$ cat src/rtl/serial_gt_comparator_lsb_if.sv
// Operand and result streams of the LSB-first serial comparator.
// master drives operands and result-ready; slave is the comparator.
interface serial_gt_comparator_lsb_if #(
  parameter int NBITS = 8
);
  logic             istream_val;
  logic             istream_rdy;
  logic [NBITS-1:0] in0;
  logic [NBITS-1:0] in1;
  logic             ostream_val;
  logic             ostream_rdy;
  logic             gt;
  logic             eq;

  modport master (
    output istream_val, in0, in1, ostream_rdy,
    input  istream_rdy, ostream_val, gt, eq
  );

  modport slave (
    input  istream_val, in0, in1, ostream_rdy,
    output istream_rdy, ostream_val, gt, eq
  );
endinterface

$ cat src/rtl/serial_gt_comparator_lsb.sv
// Bit-serial unsigned magnitude comparator, operands consumed LSB-first.
// Accept -> result valid after NBITS+1 cycles; result held in DONE until ostream_rdy.
module serial_gt_comparator_lsb #(
  parameter int NBITS = 8
) (
  input logic                       clk,
  input logic                       rst,
  serial_gt_comparator_lsb_if.slave io
);
  localparam int              CW   = $clog2(NBITS);
  localparam logic [CW-1:0]   LAST = CW'(NBITS - 1);

  typedef enum logic [1:0] {
    IDLE = 2'd0,
    CALC = 2'd1,
    DONE = 2'd2
  } state_t;

  state_t           state;
  state_t           state_nxt;
  logic [NBITS-1:0] a_reg;
  logic [NBITS-1:0] b_reg;
  logic [CW-1:0]    count;
  logic             gt_reg;
  logic             eq_reg;
  logic             a0;
  logic             b0;
  logic             last_bit;

  assign a0       = a_reg[0];
  assign b0       = b_reg[0];
  assign last_bit = (count == LAST);

  always_ff @(posedge clk or posedge rst) begin
    if (rst) state <= IDLE;
    else     state <= state_nxt;
  end

  always_comb begin
    state_nxt = state;
    case (state)
      IDLE:    if (io.istream_val) state_nxt = CALC;
      CALC:    if (last_bit)       state_nxt = DONE;
      DONE:    if (io.ostream_rdy) state_nxt = IDLE;
      default: state_nxt = IDLE;
    endcase
  end

  always_comb begin
    io.istream_rdy = (state == IDLE);
    io.ostream_val = (state == DONE);
  end

  // Later (higher-order) bits are seen last, so a differing bit simply overwrites gt_reg.
  always_ff @(posedge clk or posedge rst) begin
    if (rst) begin
      a_reg  <= '0;
      b_reg  <= '0;
      count  <= '0;
      gt_reg <= 1'b0;
      eq_reg <= 1'b0;
    end else begin
      case (state)
        IDLE: begin
          if (io.istream_val) begin
            a_reg  <= io.in0;
            b_reg  <= io.in1;
            count  <= '0;
            gt_reg <= 1'b0;
            eq_reg <= 1'b1;
          end
        end
        CALC: begin
          gt_reg <= (a0 & ~b0) | (~(a0 ^ b0) & gt_reg);
          eq_reg <= eq_reg & ~(a0 ^ b0);
          a_reg  <= a_reg >> 1;
          b_reg  <= b_reg >> 1;
          count  <= last_bit ? '0 : count + CW'(1);
        end
        default: ;
      endcase
    end
  end

  assign io.gt = gt_reg;
  assign io.eq = eq_reg;
endmodule

$ cat src/flat_wrapper.sv
// flat-port wrapper written by rule: the top's interface ports become plain ports
module serial_gt_comparator_lsb_flat 
#(
  parameter int NBITS = 8
)
  (clk, rst, io_istream_val, io_in0, io_in1, io_ostream_rdy, io_istream_rdy, io_ostream_val, io_gt, io_eq);
  serial_gt_comparator_lsb_if #(.NBITS(NBITS)) io_i ();
  input logic clk;
  input logic rst;
  input wire logic [$bits(io_i.istream_val)-1:0] io_istream_val;
  input wire logic [$bits(io_i.in0)-1:0] io_in0;
  input wire logic [$bits(io_i.in1)-1:0] io_in1;
  input wire logic [$bits(io_i.ostream_rdy)-1:0] io_ostream_rdy;
  output wire logic [$bits(io_i.istream_rdy)-1:0] io_istream_rdy;
  output wire logic [$bits(io_i.ostream_val)-1:0] io_ostream_val;
  output wire logic [$bits(io_i.gt)-1:0] io_gt;
  output wire logic [$bits(io_i.eq)-1:0] io_eq;
  assign io_i.istream_val = io_istream_val;
  assign io_i.in0 = io_in0;
  assign io_i.in1 = io_in1;
  assign io_i.ostream_rdy = io_ostream_rdy;
  assign io_istream_rdy = io_i.istream_rdy;
  assign io_ostream_val = io_i.ostream_val;
  assign io_gt = io_i.gt;
  assign io_eq = io_i.eq;
  serial_gt_comparator_lsb #(.NBITS(NBITS)) u_core (.clk(clk), .rst(rst), .io(io_i));
endmodule
$ cat config.mk
export PLATFORM = sky130hd
export DESIGN_NAME = serial_gt_comparator_lsb_flat
export DESIGN_NICKNAME = d
export VERILOG_FILES = /design/src/rtl/serial_gt_comparator_lsb_if.sv /design/src/rtl/serial_gt_comparator_lsb.sv /design/src/flat_wrapper.sv
export SDC_FILE = /design/constraint.sdc
export NUM_CORES = 1
export LEC_CHECK = 0
export ABC_AREA = 1
export BUFFER_PORTS_ARGS = -buffer_cell sky130_fd_sc_hd__buf_2
export CORE_UTILIZATION = 50
export CTS_CLUSTER_DIAMETER = 40
export DETAILED_ROUTE_END_ITERATION = 10
export HOLD_SLACK_MARGIN = 0.12
export PLACE_DENSITY = 0.86
export SLEW_MARGIN = 15
export SYNTH_ARGS = -nofsm -noshare
export SYNTH_HDL_FRONTEND = slang
export SYNTH_SLANG_ARGS = --single-unit
$ cat constraint.sdc
create_clock -name clk -period 3.7 [get_ports clk]
set_clock_uncertainty 0.1 [all_clocks]
set_input_delay 1.11 -clock clk [delete_from_list [all_inputs] [get_ports clk]]
set_output_delay 1.11 -clock clk [all_outputs]
set_load 0.01 [all_outputs]
# ---- After elaboration in Yosys (flattened, before gate mapping)
# Index checks and enable logic that the tools add are counted.
dict set report op_classes {
  mux 15
  bitwise 7
  add_sub_neg 1
  reduce_logical 4
  n_eq_ne 6
}
# operator n
set ops {}
lappend ops {{$pmux W8 S2} 2}
lappend ops {{$mux W8} 2}
lappend ops {{$mux W2} 3}
lappend ops {{$mux W3} 2}
lappend ops {{$pmux W2 S3} 1}
lappend ops {{$pmux W3 S2} 1}
lappend ops {{$ne A2 B2 Y1 const B} 2}
lappend ops {{$pmux W1 S2} 2}
lappend ops {{$add A3 B1 Y3 const B} 1}
lappend ops {{$and A1 B1 Y1} 3}
lappend ops {{$eq A3 B3 Y1 const B} 1}
lappend ops {{$reduce_and A3 Y1} 1}
lappend ops {{$eq A2 B1 Y1 const B} 1}
lappend ops {{$eq A2 B2 Y1 const B} 1}
lappend ops {{$logic_not A2 Y1} 1}
lappend ops {{$mux W1} 2}
lappend ops {{$ne A2 B1 Y1 const B} 1}
lappend ops {{$not A1 Y1} 2}
lappend ops {{$reduce_and A2 Y1} 1}
lappend ops {{$reduce_bool A2 Y1} 1}
lappend ops {{$or A1 B1 Y1} 1}
lappend ops {{$xor A1 B1 Y1} 1}
dict set report totals {
  word_cells 39
  inputBits 20
  reg_bits 23
  out_inout_bits 4
}

# ---- Depth between registers and ports, before layout
# Gate-level depths: netlist of the first run.
dict set report logic_depth {
  word_depth 5
  depth_mapped 5
  ltp_nobuf 5
}

# ---- Worst setup path after synthesis of the first run
# Ideal clock, no wire load.
dict set report synth_timing {
  kind {register to output}
  start {reg u_core.state[0]}
  end {out io_istream_rdy}
  path_stages_with_launch 3
  path_slack_ps 1659
  arrival_time_ps 831
  path_buffers 1
  required_time_ps 2490
  path_cell_list {dfrtp_1 -> nor2_2 -> buf_2}
}
dict set report synth_between {
  elab_chain_cells 1
}
# item line
set synth_lines {}
lappend synth_lines {{from (decl)} serial_gt_comparator_lsb.sv:19} ;# state_t state;
lappend synth_lines {{from (signal assigned)} serial_gt_comparator_lsb.sv:36} ;# else state <= state_nxt;
lappend synth_lines {{$logic_not A2 Y1} serial_gt_comparator_lsb.sv:50} ;# io.istream_rdy = (state == IDLE);
lappend synth_lines {{to (decl)} flat_wrapper.sv:14} ;# output wire logic [$bits(io_i.istream_rdy)-1:0] io_istream_rdy;
# No other way between the ends.

# ---- Final worst setup path of the first run
# Same ends and word-level chain as after synthesis.

==> results.md, run 1 <==
* Outcome: complete, no violations
* Final WL at ~2.2 mm
* Buffers added on ports at 23
* Min Tclk post-route at between 2 and 3 ns
* Io pins at 24
* Post-CTS Setup Repair Bufs at 0
* All-layer global routing usage at between 20% and 30%
* Drt first-iter violations at 24
* Post-synth top area share at about 53%
* Crit Path Max Fanout at 16
* Synthesized cell area at about 0.0011 sq mm
* Ys Warns at 0
* CP bufs+invs at 1
* Max-cap violations at 0
* CTS Sinks at 23
* Post-cts resize count at 0
* RSZ-0062 raised after global routing: no
* Simple-gate share of the synthesized area at 34.6%
* Largest net degree at the start of global routing at 24
* Leakage Power at ~0.64 nW
* Clock slew at reported path FFs at 0.12 ns
* Total number of vias at 928
* Worst Tran Pin Value at 0.868 ns
* Die Wd at between 40 and 50 um
* Number of global-route vias before repair at around 900
* Pwr dens at 703 mW/mm^2
* Overall power at 854 uW
* Mapped Nets at 150
* Synth Area in Adders at under 10%
* Netlist cell types at 16
* Share of layout cells above drive strength 1 at ~21%
* Setup_tns at 0 ns
* CTS tree: done
* Synth Area in XOR/XNOR at 0%
* First-pass GRT wire length at between 3 and 4 mm
* Placed Area at roughly 0.0012 sq mm
* VDD IR max at 368 uV
* CTS root buf: clkbuf_4
* # diodes at 0
* Worst rel slew slack at a little over two fifths
* Grt total ovfl at 0
* Met2 GRT Util at between 30 and 40%
* Most Used Layer, Global Route: met2
* Die H at between 40 and 50 um
* Initial antenna violation count at 0
* Hpwl dp at 1.54 mm
* Met1 Use GR at 27.4%
* Layout Area Growth over Synthesis at 12.3%
* Pre-antenna DRT Iters at 4
* H-tree depth at 1
* Grt met3 use at ~3.8%
* FFs w/ async S/R, synth at 100%
* Fmax at about 0.37 GHz
* Slowest stage delay, CP at 0.48 ns
* Hold slack final at 0.414 ns
* Top cells by area, synth: dfrtp_1, nand3_1, nand2_1, ha_1, inv_1
* Final nets at 170
* Complex-gate fraction of the synthesized area at 2.31%
* Post-synth EDFFs at 0
* FILL cells at 192
* # DRC at 0
* Post-synthesis average cell area at approximately 8.5 sq um
* Seq/Total Area, Yosys at between 50% and 60%
* Multi-input gate area at about 440 sq um
* Setup violators final at 0
* Post-synthesis mux area share at 0%
* Worst skew pair latency at around 0.31 ns
* Final slew viol count at 0
* CTS Buffer Depth at 2
* CP max-delay cell: nor2_2
* Synth Flop Type: dfrtp_1
* Largest family of logic cells by synthesized area: simple AND/OR/NAND/NOR gates
* Via density at 5.36
* Period Utilization, post-route at between 70% and 80%
* Fin. Hold Viols at 0
* Top-count cell post-synth: nand3_1
* RD Place Congestion at approximately 0.8
* Crit path cell chain: nor2_2 -> buf_2
* Kind of critical path: flop to output port
* Worst Setup Start Kind: flop
* Fin area at approximately 0.0012 sq mm
* Reg area at about 580 sq um
* Row cnt at 16
* Worst Hold Class: flop to flop
* CP delay by family, top: simple AND/OR/NAND/NOR gates
* CP Capture Type: output port
* # hold bufs at CTS at 0
* Yosys reg bits at 23
* Starting Density at between 50% and 60%
* Antenna viol nets, final at 0
* Synth Instances at ~130
* Synth cell count leaders: nand3_1, nand2_1, dfrtp_1
* CP arrival at ~1.5 ns
* Yosys top cell by area: dfrtp_1
* Die ar. at 0.00235 sq mm
* Core area at roughly 0.002 sq mm
* Routed length per instance at 12.5 um
* CTS buffer count at 3
* CP required at 2.49 ns
layout by cell type, fill, tap and decap left out, drive strengths merged:
| master | instances |
|---|---|
| nand3 | 48 |
| nand2 | 28 |
| buf | 23 |
| dfrtp | 23 |
| inv | 7 |
| nor2 | 5 |
| ha | 3 |
| clkbuf | 3 |
| o21ai | 3 |
| a21oi | 2 |
| clkinv | 1 |
area by class of cell:
cell class              count  share of cell area (%)
repair buffers             23                    9.47
inverters                   7                    2.16
clock buffers               3                    1.85
multi-input cells          89                    35.9
flip-flops and latches     23                    47.4
well taps                  27                    2.78
clock inverters             1                   0.412
metrics by stage:
step                std cells  setup slack [ns]  util [%]
CTS                       173              1.01      60.7
floorplan                 127              1.66         -
global route              173             0.881      60.7
finish                    173              1.03      60.7
detailed placement        169              1.32      59.3
global placement          169              1.40      59.3
power by group:
| part | leakage [nW] | switching [mW] | internal, mW | total [mW] |
|---|---|---|---|---|
| logic | 0.328 | 0.208 | 0.119 | 0.327 |
| registers | 0.296 | 0.0602 | 0.350 | 0.410 |
| clock network | 0.0177 | 0.0760 | 0.0404 | 0.116 |
path summary, 6_finish.rpt:
check | startpoint | endpoint | slack, ns | cells after the start
setup / recovery | u_core.state[0]$_DFFE_PP0P_ | io_istream_rdy | 1.03 | 2
hold / removal | u_core.b_reg[6]$_DFFE_PP0P_ | u_core.b_reg[5]$_DFFE_PP0P_ | 0.41 | 2
setup reg to reg | u_core.state[0]$_DFFE_PP0P_ | u_core.b_reg[7]$_DFFE_PP0P_ | 2.21 | 5
hold reg to reg | u_core.b_reg[6]$_DFFE_PP0P_ | u_core.b_reg[5]$_DFFE_PP0P_ | 0.41 | 2
max in group asynchronous | rst | u_core.b_reg[5]$_DFFE_PP0P_ | 2.11 | 2
min in group asynchronous | rst | u_core.count[1]$_DFFE_PP0P_ | 0.85 | 2
tightest hold or removal path: stages, from the launching register on:
cell	delay [ns]
dfrtp_1	0.36
nand2_1	0.06
nand3_1	0.07
cells by family after synthesis:
family	after synthesis
buffers and inverters	15
flip-flops	23
adder cells (fa/ha/maj)	3
AO/OA/AOI/OAI	5
AND/OR/NAND/NOR	81
routing by layer:
metal | part of all wire (%) | vias up
met5 | 0 | -
met4 | 1.2 | 0
met3 | 4.1 | 4
met2 | 51 | 30
met1 | 44 | 432
li1 | - | 462
Note: power is estimated with default switching activity, not from simulation.
==> run 2, diff against run 1 <==
--- a/config.mk
+++ b/config.mk
@@ -7,11 +7,11 @@
 export LEC_CHECK = 0
 export ABC_AREA = 1
 export BUFFER_PORTS_ARGS = -buffer_cell sky130_fd_sc_hd__buf_2
-export CORE_UTILIZATION = 50
+export CORE_UTILIZATION = 47
 export CTS_CLUSTER_DIAMETER = 40
 export DETAILED_ROUTE_END_ITERATION = 10
 export HOLD_SLACK_MARGIN = 0.12
-export PLACE_DENSITY = 0.86
+export PLACE_DENSITY = 0.85
 export SLEW_MARGIN = 15
 export SYNTH_ARGS = -nofsm -noshare
 export SYNTH_HDL_FRONTEND = slang
==> constraint.sdc (replaced) <==
create_clock -name clk -period 2.2 [get_ports clk]
set_clock_uncertainty 0.1 [all_clocks]
set_input_delay 0.66 -clock clk [delete_from_list [all_inputs] [get_ports clk]]
set_output_delay 0.66 -clock clk [all_outputs]
set_load 0.01 [all_outputs]
==> run 2 against run 1 <==
Worst hold slack got worse by 0.16 ns. Die area rose by 6.1%. Register-to-register slack got worse by 1.5 ns. Power rose by 71%. Highest routed layer unchanged.
==> results.md, run 2 (synthesized netlist as in run 1, its figures left out) <==
* R2r worst-path depth at 4 (was 5)
* First-pass GRT wire length at 3.75 mm (was 3.84 mm)
* Most frequent cells in the layout: nand3_1, nand2_1, buf_2, dfrtp_1, inv_1 (unchanged)
* Layout Area Growth over Synthesis at 14.5% (was 12.3%)
* CP max-delay cell: dfrtp_1 (was nor2_2)
* Worst skew pair latency at 0.31 ns (about the same)
* Total number of vias at 945 (was 928)
* Fmax at ~0.54 GHz
* Worst Hold Class: input pin to asynchronous set/reset pin (was flop to flop)
* Post-cts resize count at 0 (unchanged)
* Final slew viol count at 0 (unchanged)
* Buffers added on ports at 23 (unchanged)
* Largest net degree at the start of global routing at 24 (unchanged)
* # hold bufs at CTS at 0 (unchanged)
* Worst rel slew slack at 55.2% (was 42.0%)
* Utilization after layout at 56.5% (was 60.7%)
* Crit Path Max Fanout at 3 (was 16)
* Grt total ovfl at 0 (unchanged)
* R2r endpoint: u_core.io.gt$_DFFE_PP0P_ (was u_core.b_reg[7]$_DFFE_PP0P_)
* Share of layout cells above drive strength 1 at 22.1% (was 20.5%)
* Slowest stage delay, CP at 0.44 ns (was 0.48 ns)
* Worst Setup Start Kind: flop (unchanged)
* Hpwl dp at 1.59 mm (was 1.54 mm)
* All-layer global routing usage at 19.8% (was 21.7%)
* Min Tclk post-route at between 1.5 and 2 ns
* Core area at 0.00219 sq mm (was 0.00200 sq mm)
* Worst Tran Pin Value at 0.671 ns (was 0.868 ns)
* Setup_tns at 0 ns (unchanged)
* # diodes at 0 (unchanged)
* CP Capture Type: output port (unchanged)
* Row cnt at 17 (was 16)
* Placed Area at 0.00121 sq mm (was 0.00119 sq mm)
* Die ar. at 0.00250 sq mm (was 0.00235 sq mm)
* Clock slew at reported path FFs at 0.14 ns (was 0.12 ns)
* Max-cap violations at 0 (unchanged)
* CTS root buf: clkbuf_4 (unchanged)
* VDD IR max at 701 uV (was 368 uV)
* Crit path cell chain: inv_1 -> nor2_1 -> buf_2 (was nor2_2 -> buf_2)
* Initial antenna violation count at 0 (unchanged)
* Via density at 5.34 (was 5.36)
* Number of global-route vias before repair at 856 (was 918)
* H-tree depth at 1 (unchanged)
* Antenna viol nets, final at 0 (unchanged)
* CP arrival at 1.11 ns (was 1.46 ns)
* Post-CTS Setup Repair Bufs at 0 (unchanged)
* RR Startpoint: u_core.state[1]$_DFFE_PP0P_ (was u_core.state[0]$_DFFE_PP0P_)
* CP required at 1.44 ns (was 2.49 ns)
* RSZ-0062 raised after global routing: no (unchanged)
* Die H at 50.0 um (was 48.5 um)
* Pwr dens at 1180 mW/mm^2 (was 703 mW/mm^2)
* CTS Buffer Depth at 2 (unchanged)
* CTS buffer count at 3 (unchanged)
* Outcome: complete, no violations (unchanged)
* RD Place Congestion at 0.809 (was 0.784)
* Pre-antenna DRT Iters at 4 (unchanged)
* Fin area at 0.00124 sq mm (was 0.00121 sq mm)
* # DRC at 0 (unchanged)
* Drt first-iter violations at 35 (was 24)
* Starting Density at 49.4% (was 54.1%)
* Final nets at 173 (was 170)
* Hold slack final at 0.250 ns (was 0.414 ns)
* Final WL at 2.22 mm (was 2.17 mm)
* Leakage Power at 0.657 nW (was 0.642 nW)
* Reg2Reg Setup Slack at 0.70 ns (was 2.21 ns)
* Die Wd at 50.0 um (was 48.5 um)
* Setup violators final at 0 (unchanged)
* Most common cell after layout, fill and taps aside: nand3_1 (unchanged)
* Fin. Hold Viols at 0 (unchanged)
* Io pins at 24 (unchanged)
* Kind of critical path: flop to output port (unchanged)
* CTS Sinks at 23 (unchanged)
* Period Utilization, post-route at 84.8%
* Final Worst Setup Slack at 0.334 ns (was 1.03 ns)
* Dpl ws at 0.523 ns (was 1.32 ns)
* CTS tree: done (unchanged)
* Routed length per instance at 12.6 um (was 12.5 um)
-- run 2: changes by cell type in the layout (fill, tap and decap cells not counted), sizes merged --
cell,change
buf,+3
-- run 2: cell type report --
class                           instances  area [sq um]
Tap cell                               28          35.0
Fill cell                             207           952
Multi-Input combinational cell         89           437
Timing Repair Buffer                   26           138
Clock buffer                            3          22.5
Inverter                                7          26.3
Sequential cell                        23           576
Clock inverter                          1          5.00
-- run 2: power breakdown --
part / internal (mW) / total, mW / switching (mW)
clock network: 0.0679 / 0.195 / 0.127
registers: 0.589 / 0.692 / 0.103
logic: 0.212 / 0.573 / 0.361
-- run 2: worst max-delay path by stage --
stage / startpoint / slack [ns] / to
floorplan: u_core.state[0]$_DFFE_PP0P_ / 0.61 / io_istream_rdy
global placement: io_istream_val / 0.55 / u_core.io.gt$_DFFE_PP0P_
detailed placement: io_istream_val / 0.52 / u_core.b_reg[0]$_DFFE_PP0P_
CTS: u_core.state[1]$_DFFE_PP0P_ / 0.31 / io_ostream_val
global route: u_core.state[1]$_DFFE_PP0P_ / 0.25 / io_ostream_val
finish: u_core.state[1]$_DFFE_PP0P_ / 0.33 / io_ostream_val
-- run 2: metal layers --
metal	GRT usage (%)	share of wire, %
met2	33.1	51
met1	25.4	45
met3	3.09	2.5
met5	0	0
met4	7.62	1.1
-- run 2: stage by stage --
stage          power [mW]  cells
2_1_floorplan        1.13    127
3_3_place_gp         1.24    173
3_5_place_dp         1.28    173
4_1_cts              1.47    177
5_1_grt              1.57    177
6_report             1.46    177
-- run 2: critical path: cells and delay by family (launching register included) --
kind | cells | cell delay [ns]
flip-flops | 1 | 0.44
buffers and inverters | 2 | 0.25
AND/OR/NAND/NOR | 1 | 0.12
==> run 3, diff against run 2 <==
--- a/config.mk
+++ b/config.mk
@@ -5,13 +5,13 @@
 export SDC_FILE = /design/constraint.sdc
 export NUM_CORES = 1
 export LEC_CHECK = 0
-export ABC_AREA = 1
+export ABC_AREA = 0
 export BUFFER_PORTS_ARGS = -buffer_cell sky130_fd_sc_hd__buf_2
-export CORE_UTILIZATION = 47
+export CORE_UTILIZATION = 48
 export CTS_CLUSTER_DIAMETER = 40
 export DETAILED_ROUTE_END_ITERATION = 10
 export HOLD_SLACK_MARGIN = 0.12
-export PLACE_DENSITY = 0.85
+export PLACE_DENSITY = 0.86
 export SLEW_MARGIN = 15
 export SYNTH_ARGS = -nofsm -noshare
 export SYNTH_HDL_FRONTEND = slang
==> constraint.sdc (replaced) <==
create_clock -name clk -period 1.7 [get_ports clk]
set_clock_uncertainty 0.1 [all_clocks]
set_input_delay 0.51 -clock clk [delete_from_list [all_inputs] [get_ports clk]]
set_output_delay 0.51 -clock clk [all_outputs]
set_load 0.01 [all_outputs]
==> run 3 against run 2 <==
Sequential cell count unchanged. Combinational power rose by 92%. Largest cell class unchanged. Non-clock buffer count rose by 10. First-iteration DRC count rose by 29%. Critical path depth shrank 1. Critical path type unchanged.
==> results.md, run 3 <==
* Outcome: complete, no violations (unchanged)
* Most common cell after layout, fill and taps aside: buf_2 (was nand3_1)
* Yosys reg bits at 23 (unchanged)
* Pwr dens at 1620 mW/mm^2 (was 1180 mW/mm^2)
* Routed length per instance at 15.7 um (was 12.6 um)
* Multi-input gate area at 543 sq um (was 437 sq um)
* Hold slack final at 0.321 ns (was 0.250 ns)
* Post-synthesis average cell area at 10.6 sq um (was 8.52 sq um)
* FFs w/ async S/R, synth at 100% (unchanged)
* # diodes at 0 (unchanged)
* RD Place Congestion at 0.834 (was 0.809)
* CTS Buffer Depth at 2 (unchanged)
* Die H at 51.8 um (was 50.0 um)
* Overall power at 2.30 mW (was 1.46 mW)
* Fmax at 0.596 GHz
* Layout Area Growth over Synthesis at 19.4% (was 14.5%)
* Hold path startpoint: io_in1[7]
* Ys Warns at 0 (unchanged)
* Synth Flop Type: dfrtp_1 (unchanged)
* CP Capture Type: output port (unchanged)
* CP arrival at 1.07 ns (was 1.11 ns)
* Yosys top cell by area: dfrtp_1 (unchanged)
* Io pins at 24 (unchanged)
* Post-synth top area share at 48.3% (was 53.2%)
* Final slew viol count at 0 (unchanged)
* Netlist cell types at 25 (was 16)
* Synth Instances at 113 (was 127)
* Worst Hold Class: input pin to flop (was input pin to asynchronous set/reset pin)
* Post-synth EDFFs at 0 (unchanged)
* Total number of vias at 1009 (was 945)
* Top-count cell post-synth: dfrtp_1 (was nand3_1)
* Synthesized cell area at 0.00119 sq mm (was 0.00108 sq mm)
* Grt total ovfl at 0 (unchanged)
* CTS root buf: clkbuf_4 (unchanged)
* Final nets at 169 (was 173)
* Via density at 5.83 (was 5.34)
* CP delay by family, top: flip-flops (unchanged)
* Synth cell count leaders: dfrtp_1, o21ai_0, nand2_1, nand2b_1 (was nand3_1, nand2_1, dfrtp_1)
* CP required at 1.09 ns (was 1.44 ns)
* Dpl ws at 0.169 ns (was 0.523 ns)
* Crit Path Max Fanout at 4 (was 3)
* Final WL at 2.72 mm (was 2.22 mm)
* Hpwl dp at 1.89 mm (was 1.59 mm)
* Utilization after layout at 62.6% (was 56.5%)
* First-pass GRT wire length at 4.44 mm (was 3.75 mm)
* Kind of critical path: flop to output port (unchanged)
* # DRC at 0 (unchanged)
* Reg area at 578 sq um (was 576 sq um)
* All-layer global routing usage at 23.3% (was 19.8%)
* Number of global-route vias before repair at 966 (was 856)
* RSZ-0062 raised after global routing: no (unchanged)
* Top cells by area, synth: dfrtp_1, o21ai_0, a221oi_2, a221o_1, nand2b_1 (was dfrtp_1, nand3_1, nand2_1, ha_1, inv_1)
* Mapped Nets at 136 (was 150)
* Antenna viol nets, final at 0 (unchanged)
* Worst rel slew slack at 75.5% (was 55.2%)
* Final Worst Setup Slack at 0.0224 ns (was 0.334 ns)
* FILL cells at 173 (was 207)
* CTS Sinks at 23 (unchanged)
* Die ar. at 0.00269 sq mm (was 0.00250 sq mm)
* CTS tree: done (unchanged)
* Min Tclk post-route at between 1.5 and 2 ns
* Most frequent cells in the layout: buf_2, dfrtp_1, o21ai_0, buf_4 (was nand3_1, nand2_1, buf_2, dfrtp_1, inv_1)
* Worst Setup Start Kind: flop (unchanged)
* Setup violators final at 0 (unchanged)
* Initial antenna violation count at 0 (unchanged)
* Buffers added on ports at 23 (unchanged)
* Worst skew pair latency at 0.32 ns (was 0.31 ns)
* Worst Setup SP: u_core.state[1]$_DFFE_PP0P_ (unchanged)
* Seq/Total Area, Yosys at 48.3% (was 53.2%)
* Clock slew at reported path FFs at 0.13 ns (was 0.14 ns)
* CP bufs+invs at 1 (was 2)
* Pre-antenna DRT Iters at 5 (was 4)
* CP max-delay cell: dfrtp_2 (was dfrtp_1)
* Period Utilization, post-route at between 90% and 100%
* Drt first-iter violations at 45 (was 35)
* H-tree depth at 1 (unchanged)
* Setup_tns at 0 ns (unchanged)
* Fin. Hold Viols at 0 (unchanged)
* Row cnt at 17 (unchanged)
* Slowest stage delay, CP at 0.45 ns (was 0.44 ns)
* VDD IR max at 950 uV (was 701 uV)
* Die Wd at 51.8 um (was 50.0 um)
* CTS buffer count at 3 (unchanged)
* Starting Density at 52.4% (was 49.4%)
* Crit path cell chain: nor2b_2 -> buf_2 (was inv_1 -> nor2_1 -> buf_2)
* RR Startpoint: u_core.state[0]$_DFFE_PP0P_ (was u_core.state[1]$_DFFE_PP0P_)
* Max-cap violations at 0 (unchanged)
* Share of layout cells above drive strength 1 at 34.5% (was 22.1%)
* Leakage Power at 0.685 nW (was 0.657 nW)
* Largest net degree at the start of global routing at 24 (unchanged)
* Core area at 0.00228 sq mm (was 0.00219 sq mm)
* Worst Tran Pin Value at 0.367 ns (was 0.671 ns)
[run 3: cell families (layout without fill, tap and decap cells)]
logic type | after synthesis | after routing | share of synthesized area [%]
and+or+nand+nor | 37 | 37 | 18.3
buffers and inverters | 15 | 47 | 6.40
adders and majority gates | 3 | 3 | 3.15
DFF | 23 | 23 | 48.3
AOI/OAI and AO/OA | 35 | 35 | 23.9
[run 3: metrics by stage]
step                      cells  instance area (sq um)
after floorplan             113                   1190
after global placement      165                   1360
after detailed placement    165                   1360
after CTS                   173                   1420
after global routing        173                   1420
final                       173                   1420
[run 3: layer usage]
| layer | vias up | share of wire [%] | track usage [%] |
|---|---|---|---|
| met4 | 0 | 2.3 | 8.56 |
| met5 | - | 0 | 0 |
| met1 | 479 | 42 | 28.5 |
| li1 | 470 | - | - |
| met3 | 10 | 5.4 | 2.92 |
| met2 | 50 | 51 | 41.5 |
[run 3: final timing paths]
path | end | slack [ns] | cells after the start
worst max-delay path | io_ostream_val | 0.02 | 2
worst min-delay path | u_core.b_reg[7]$_DFFE_PP0P_ | 0.32 | 3
worst max register to register | u_core.b_reg[3]$_DFFE_PP0P_ | 0.18 | 4
worst min register to register | u_core.b_reg[6]$_DFFE_PP0P_ | 0.43 | 1
max in group asynchronous | u_core.state[1]$_DFFE_PP0P_ | 0.60 | 4
min in group asynchronous | u_core.b_reg[5]$_DFFE_PP0P_ | 0.65 | 4
[run 3: area by class of cell]
type,count,area share (%)
Sequential cell,23,40.6
Multi-Input combinational cell,75,38.1
Timing Repair Buffer,36,15.1
Tap cell,28,2.46
Clock buffer,4,1.85
Inverter,7,1.85
[run 3: timing repair]
| item | CTS | global route |
|---|---|---|
| hold buffers | 1 | 0 |
| hold endpoints to repair | 12 | 0 |
| setup endpoints to repair | 2 | 1 |
| setup buffers | 3 | 0 |
| resized for setup | 2 | 1 |
[run 3: worst register-to-register path, cell delays in order (launching register included)]
cell and delay [ns]:
dfrtp_2 0.43, buf_4 0.18, nand2b_1 0.26, o21ai_0 0.15
a221o_1 0.29
[run 3: report_power, final]
part           internal [mW]  switching, mW
clock network         0.0920          0.166
logic                  0.546          0.550
registers              0.789          0.159
